[config.mk]
export PLATFORM = sky130hd
export DESIGN_NAME = srl_delay_ctrl
export DESIGN_NICKNAME = d
export VERILOG_FILES = /design/src/rtl/srl_ctrl_pkg.sv /design/src/rtl/srl_delay_line.sv /design/src/rtl/srl_delay_ctrl.sv
export SDC_FILE = /design/constraint.sdc
export NUM_CORES = 1
export LEC_CHECK = 0
export CAP_MARGIN = 5
export CORE_MARGIN = 2
export CORE_UTILIZATION = 30
export DETAILED_ROUTE_END_ITERATION = 16
export PLACE_DENSITY = 0.48
export SLEW_MARGIN = 20
export SYNTH_ARGS = -nofsm -noshare
export SYNTH_HDL_FRONTEND = slang
export SYNTH_SLANG_ARGS = --single-unit
[constraint.sdc]
create_clock -name clk -period 9.8 [get_ports clk]
set_clock_uncertainty 0.1 [all_clocks]
set_input_delay 0.98 -clock clk [delete_from_list [all_inputs] [get_ports clk]]
set_output_delay 0.98 -clock clk [all_outputs]
set_load 0.005 [all_outputs]
[src/rtl/srl_ctrl_pkg.sv]
// Shared types and helpers for the SRL delay controller.
package srl_ctrl_pkg;

  typedef enum logic [1:0] {
    EMPTY,
    FILL,
    RUN
  } state_e;

  function automatic int clog2(input int value);
    int result;
    int v;
    result = 0;
    v = value - 1;
    while (v > 0) begin
      result = result + 1;
      v = v >> 1;
    end
    return result;
  endfunction

endpackage

[src/rtl/srl_delay_line.sv]
// Reset-free shift store with a random-access tap, shaped for SRL primitive inference.
module srl_delay_line #(
  parameter int WIDTH = 1,
  parameter int DEPTH = 130,
  parameter int AW    = 8
) (
  input  logic             clk,
  input  logic             ce,
  input  logic [WIDTH-1:0] d,
  input  logic [AW-1:0]    addr,
  output logic [WIDTH-1:0] q
);

  localparam logic [AW-1:0] DEPTH_L = AW'(DEPTH);

  logic [WIDTH-1:0] stage_q [DEPTH];
  logic [WIDTH-1:0] stage_d [DEPTH];

  always_comb begin
    stage_d = stage_q;
    if (ce) begin
      stage_d[0] = d;
      for (int unsigned k = 1; k < DEPTH; k++) begin
        stage_d[k] = stage_q[k-1];
      end
    end
  end

  always_ff @(posedge clk) begin
    stage_q <= stage_d;
  end

  always_comb begin
    q = '0;
    if (addr < DEPTH_L) begin
      q = stage_q[addr];
    end
  end

endmodule

[src/rtl/srl_delay_ctrl.sv]
// Programmable-length delay line controller: fill tracking, length load, flush.
// Define SRL_DELAY_CTRL_LEVEL_EN to expose the fill count on port level.
module srl_delay_ctrl
  import srl_ctrl_pkg::*;
#(
  parameter int WIDTH = 1,
  parameter int DEPTH = 130,
  parameter int LW    = clog2(DEPTH + 1)
) (
  input  logic             clk,
  input  logic             r,
  input  logic             in_valid,
  input  logic [WIDTH-1:0] in_data,
  input  logic [LW-1:0]    len,
  input  logic             len_we,
  input  logic             flush,
  output logic             out_valid,
  output logic [WIDTH-1:0] out_data,
  output logic             cfg_err
`ifdef SRL_DELAY_CTRL_LEVEL_EN
  ,
  output logic [LW-1:0]    level
`endif
);

  localparam logic [LW-1:0] DEPTH_L = LW'(DEPTH);

  state_e          state_q, state_d;
  logic [LW-1:0]   fill_q, fill_d;
  logic [LW-1:0]   len_q, len_d;
  logic            out_valid_q, out_valid_d;
  logic            cfg_err_q, cfg_err_d;
  logic            accept;
  logic            len_ok;
  logic [LW-1:0]   tap_addr;

  assign accept   = in_valid & ~r;
  assign len_ok   = (len != '0) && (len <= DEPTH_L);
  assign tap_addr = len_q - LW'(1);

  // Flush clears the count before the same-cycle accept is counted, so a
  // coincident sample leaves fill at 1.
  always_comb begin
    fill_d = fill_q;
    if (flush) begin
      fill_d = '0;
    end
    if (in_valid && (fill_d < DEPTH_L)) begin
      fill_d = fill_d + LW'(1);
    end

    len_d     = (len_we && len_ok) ? len : len_q;
    cfg_err_d = len_we && !len_ok;

    if (fill_d == '0) begin
      state_d = EMPTY;
    end else if (fill_d >= len_d) begin
      state_d = RUN;
    end else begin
      state_d = FILL;
    end
    out_valid_d = (state_d == RUN);
  end

  always_ff @(posedge clk) begin
    if (r) begin
      state_q     <= EMPTY;
      fill_q      <= '0;
      len_q       <= DEPTH_L;
      out_valid_q <= 1'b0;
      cfg_err_q   <= 1'b0;
    end else begin
      state_q     <= state_d;
      fill_q      <= fill_d;
      len_q       <= len_d;
      out_valid_q <= out_valid_d;
      cfg_err_q   <= cfg_err_d;
    end
  end

  srl_delay_line #(
    .WIDTH (WIDTH),
    .DEPTH (DEPTH),
    .AW    (LW)
  ) u_line (
    .clk  (clk),
    .ce   (accept),
    .d    (in_data),
    .addr (tap_addr),
    .q    (out_data)
  );

  assign out_valid = out_valid_q;
  assign cfg_err   = cfg_err_q;

`ifdef SRL_DELAY_CTRL_LEVEL_EN
  assign level = fill_q;
`endif

endmodule

; ---- Word-level counts from Yosys, hierarchy flattened
; Cells that the tools add are included.
; Widths: inputs -> output; s select.
[word_totals]
regBits = 148
latchBits = 0
ramBits = 0
mem_bits_ro = 0
in_bits = 14
output_inout_bits = 3
elab_cells = 161
n_memories = 0
[classes]
add_sub_neg = 2
n_mul = 0
n_div = 0
order_cmp = 5
eq_ne = 1
shifts = 0
muxes = 9
bitwise_logic = 3
reduce_logical = 7
[ops]
columns = op, n
row1 = $mux 8, 3
row2 = $lt 8x8->1 const B, 2
row3 = $ge 9x9->1 const B, 1
row4 = $not 8->9, 1
row5 = $add 8x1->8 const B, 1
row6 = $bmux 1 s8, 1
row7 = $ge 8x8->1, 1
row8 = $le 8x8->1 const B, 1
row9 = $logic_not 8->1, 1
row10 = $reduce_bool 8->1, 1
row11 = $sub 8x1->8 const B, 1
row12 = $logic_and 1x1->1, 4
row13 = $mux 2, 2
row14 = $mux 1, 3
row15 = $eq 2x2->1 const B, 1
row16 = $and 1x1->1, 1
row17 = $logic_not 1->1, 1
row18 = $not 1->1, 1

; ---- Logic depth before layout (Yosys ltp)
[logic_depth]
ltp_word = 8
depth_mapped = 15

; ---- By module
; A second synthesis with hierarchy kept.
[hier_totals]
cells_unflattened = 381
hier_area_um2 = 6406.1
[modules_own_cells]
columns = module, instances, cells_per_inst, area_per_inst_um2
row1 = srl_delay_line, 1, 244, 5208.7
row2 = srl_delay_ctrl, 1, 137, 1197.4

; ---- Worst setup path before layout
; Ideal clock, no wire load.
[synth_path]
path_type = input -> register
startpoint = input r
endpoint = register u_line.stage_q[0] (netlist bit), enable pin
t_arrival_ps = 6876
required_time_ps = 9067
setup_slack_ps = 2191
path_stages = 2
n_path_buf = 1
cell_sequence = clkbuf_1 -> nor2b_1
[synth_between]
elab_chain_cells = 2
[synth_rtl]
columns = item, line
row1 = "start, declared", srl_delay_ctrl.sv:11  ; input logic r,
row2 = $not 1->1, srl_delay_ctrl.sv:37  ; assign accept = in_valid & ~r;
row3 = $and 1x1->1, srl_delay_ctrl.sv:37
row4 = named net accept, srl_delay_ctrl.sv:33  ; logic accept;
row5 = "end signal, assigned", srl_delay_line.sv:30  ; stage_q <= stage_d;
row6 = "end, declared", srl_delay_line.sv:16  ; logic [WIDTH-1:0] stage_q [DEPTH];
; The timed path passes the listed nets, and every way through them passes these cells.
; A chain may end at the register's enable or synchronous reset.

; ---- Worst setup path in the final report
[layout_path]
startpoint = register len_q[0]
endpoint = output out_data
[layout_between]
elab_chain_cells = 6
elab_cells_between_ends = 7
[layout_rtl]
columns = item, line
row1 = "start, declared", srl_delay_ctrl.sv:30  ; logic [LW-1:0] len_q, len_d;
row2 = "start signal, assigned", srl_delay_ctrl.sv:75  ; len_q <= len_d;
row3 = $sub 8x1->8 *, srl_delay_ctrl.sv:39  ; assign tap_addr = len_q - LW'(1);
row4 = $not 8->9 (not written as such), srl_delay_line.sv:36  ; q = stage_q[addr];
row5 = $bmux 1 s8, srl_delay_line.sv:36
row6 = $mux 1 (not written as such) (2 in series), srl_delay_line.sv:36
row7 = $mux 1 *, srl_delay_line.sv:35  ; if (addr < DEPTH_L) begin
row8 = "end, declared", srl_delay_ctrl.sv:18  ; output logic [WIDTH-1:0] out_data,
; Every way passes the cells marked *; elsewhere a longest branch is shown, timed or not. The select of a mux whose other input is x is not followed.

==> flow_metrics.env <==
export IMPL_status="finished clean"
export IMPL_total_power_mw=1.47
export IMPL_die_y_um=148
export IMPL_post_cts_buffers=0
export IMPL_drc=0
export IMPL_met3_usage_pct=3.67
export IMPL_required_ns=8.72
export IMPL_first_global_vias=3258
export IMPL_dieArea_um2=21800
export IMPL_fin_crit_ns=4.66
export IMPL_ff2ff_setup_slack_ns=6.50
export IMPL_avgSynthCellArea_um2=18.1
export IMPL_dp_hpwl_um=7080
export IMPL_use_met2_pct=16.5
export IMPL_overflow=0
export IMPL_post_route_period_util_pct=47.6
export IMPL_maxCapViolCount=0
export IMPL_rsz0062_at_grt="false"
export IMPL_cts_root_buffer="clkbuf_16"
export IMPL_vdd_ir_drop_worst_mv=0.103
export IMPL_slew_limit_headroom_pct=35.7
export IMPL_ys_flop_type="edfxtp_1"
export IMPL_ios=17
export IMPL_synth_nets=366
export IMPL_die_w_um=148
export IMPL_core_rowCount=52
export IMPL_stdcell_area_um2=7250
export IMPL_path_class="reg -> out"
export IMPL_antenna_found_initial=0
export IMPL_min_to="u_line.stage_q[48]"
export IMPL_seq_area_frac_synth_pct=68.8
export IMPL_clk_path_buf_depth=2
export IMPL_htreeDepth=4
export IMPL_placed_area_um2=6670
export IMPL_via_per_inst=4.79
export IMPL_ys_warn_count=0
export IMPL_worstPathArrival_ns=3.58
export IMPL_hp_start="u_line.stage_q[49]"
export IMPL_core_um2=20200
export IMPL_power_density_nw_per_um2=202
export IMPL_vias=3124
export IMPL_grt_max_degree=78
export IMPL_track_usage_pct=11.1
export IMPL_port_buffers=16
export IMPL_ys_top_cells_by_area="edfxtp_1 63%, mux4_2 14%, dfxtp_1 5.8%, ha_1 2.0%, mux2i_1 1.6%"
export IMPL_rr_endpoint="out_valid"
export IMPL_holdWs_ns=0.334
export IMPL_setup_viol=0
export IMPL_tritoncts="yes"
export IMPL_synth_edf_count=130
export IMPL_crit_path_max_fanout=36
export IMPL_met1_usage_pct=15.4
export IMPL_diodes=0
export IMPL_post_place_ws_ns=5.13
export IMPL_timing_final_ws_setup_ns=5.14
export IMPL_cts_buffers=17
export IMPL_tightest_slew_ns=0.964
export IMPL_synth_seq_cells=148
export IMPL_path_clk_slew_ns=0.07
export IMPL_fmax_mhz=214
export IMPL_yosysTopAreaCellShare_pct=62.9
export IMPL_cts_resized=0
export IMPL_synthCells=342
export IMPL_regToRegStartpoint="fill_q[5]"
export IMPL_synth_distinct_cells=47
export IMPL_hold_depth=0
export IMPL_top_usage_layer="met2"
export IMPL_nNetsFinal=393
export IMPL_ant_nets=0
export IMPL_cp_end_kind="primary output"
export IMPL_drt_first_pass_iters=4
export IMPL_reg2regPathDepth=12
export IMPL_synth_top_area_cell="edfxtp_1"
export IMPL_wirelength_um=11400
export IMPL_synthArstFlopShare_pct=0
export IMPL_tns_ns=0
export IMPL_drtIter0Drc=287
export IMPL_final_layout_size_suffix_gt1_share_pct=22.3
export IMPL_syn_area_um2=6200
export IMPL_clk_latency_ns=0.41
export IMPL_cts_num_sinks=148
export IMPL_hold_path_class="reg -> reg"
export IMPL_grt_pass1_wl_um=18100
export IMPL_slew_violations=0
export IMPL_areaGrowthSynthToFinish_pct=17.0
export IMPL_gp_congestion=0.736
export IMPL_cp_startpoint="len_q[0]"
export IMPL_post_drt_wl_per_cell_um=17.4
export IMPL_initial_core_util_pct=30.7
export IMPL_cp_start_kind="register"
export IMPL_hold_viol=0
export IMPL_p_leak_nw=2.42
export IMPL_cts_hold_buf=0
==> cell type report <==
type,instances,area [µm²]
flip-flops and latches,148,4270
clock inverters,14,153
fillers,1873,13000
repair buffers,21,198
inverters,4,15.0
clock buffers,18,429
multi-input cells,177,1860
well taps,270,338
==> critical path, stage by stage (launching register included) <==
cell             delay, ns
dfxtp_2               0.32
buf_4                 0.57
nor3_2                0.16
xor2_2                0.47
mux4_2                0.57
nor2b_1               0.14
a211oi_1              0.23
o21ai_1               0.09
and4_1                0.16
clkdlybuf4s50_1       0.45
==> sequential cells by signal (all words and copies together), names as in the netlist <==
name	cells
len_q	8
out_valid	1
u_line.stage_q	130
fill_q	8
cfg_err	1
==> power by group <==
part           total [mW]  internal [mW]  switching [mW]  leakage [nW]
Clock               0.638          0.378           0.261         0.269
Sequential          0.724          0.711          0.0129          1.37
Combinational       0.106         0.0517          0.0545         0.784
Total                1.47           1.14           0.328          2.42
==> cells in the final DEF (no fill, tap or decap), types with 3 or more instances in the layout <==
cell,instances
inv_1,4
nand2_1,15
inv_6,3
buf_4,5
a21o_1,3
nand2b_1,7
nand3_1,3
clkdlybuf4s50_1,16
clkinvlp_4,5
ha_1,10
dfxtp_1,17
mux2_2,5
nor2b_1,8
mux4_2,38
xnor2_1,8
o21ai_0,8
xor2_1,3
clkbuf_16,17
edfxtp_1,130
nor3_1,9
mux2i_1,10
nor2_1,14
==> worst max path at each step <==
| stage | endpoint | slack (ns) | cells after the start |
|---|---|---|---|
| 2_1_floorplan | u_line.stage_q[0] | 2.19 | 2 |
| 3_3_place_gp | out_valid | 5.20 | 15 |
| 3_5_place_dp | out_valid | 5.13 | 15 |
| 4_1_cts | out_data | 5.01 | 9 |
| 5_1_grt | out_data | 4.85 | 9 |
| 6_report | out_data | 5.14 | 9 |
==> routing by layer <==
metal,share of wire (%),up-vias
met3,4.2,6
met4,0.73,0
li1,-,1438
met2,45,66
met1,50,1614
met5,0,-
==> Yosys cell counts (7+ instances only) <==
| cell | count |
|---|---|
| clkbuf_1 | 7 |
| xnor2_1 | 8 |
| o21ai_0 | 8 |
| nor2b_1 | 9 |
| dfxtp_1 | 18 |
| mux4_2 | 38 |
| nor3_1 | 9 |
| nand2_1 | 15 |
| ha_1 | 10 |
| nand2b_1 | 7 |
| nor2_1 | 14 |
| edfxtp_1 | 130 |
| mux2i_1 | 10 |
==> metrics by stage <==
step | utilization, % | instances
after floorplan | - | 342
after global placement | 33.0 | 620
after detailed placement | 33.0 | 620
after CTS | 35.9 | 652
after global routing | 35.9 | 652
final | 35.9 | 652
==> logic make-up after synthesis <==
family | synth area share, %
xor gates and xnor gates | 1.82
AOI/OAI and AO/OA | 3.07
buffers and inverters | 1.43
and+or+nand+nor | 6.60
DFF | 68.8
adders and majority gates | 2.02
muxes | 16.3
Note: power is estimated with default switching activity, not from simulation.
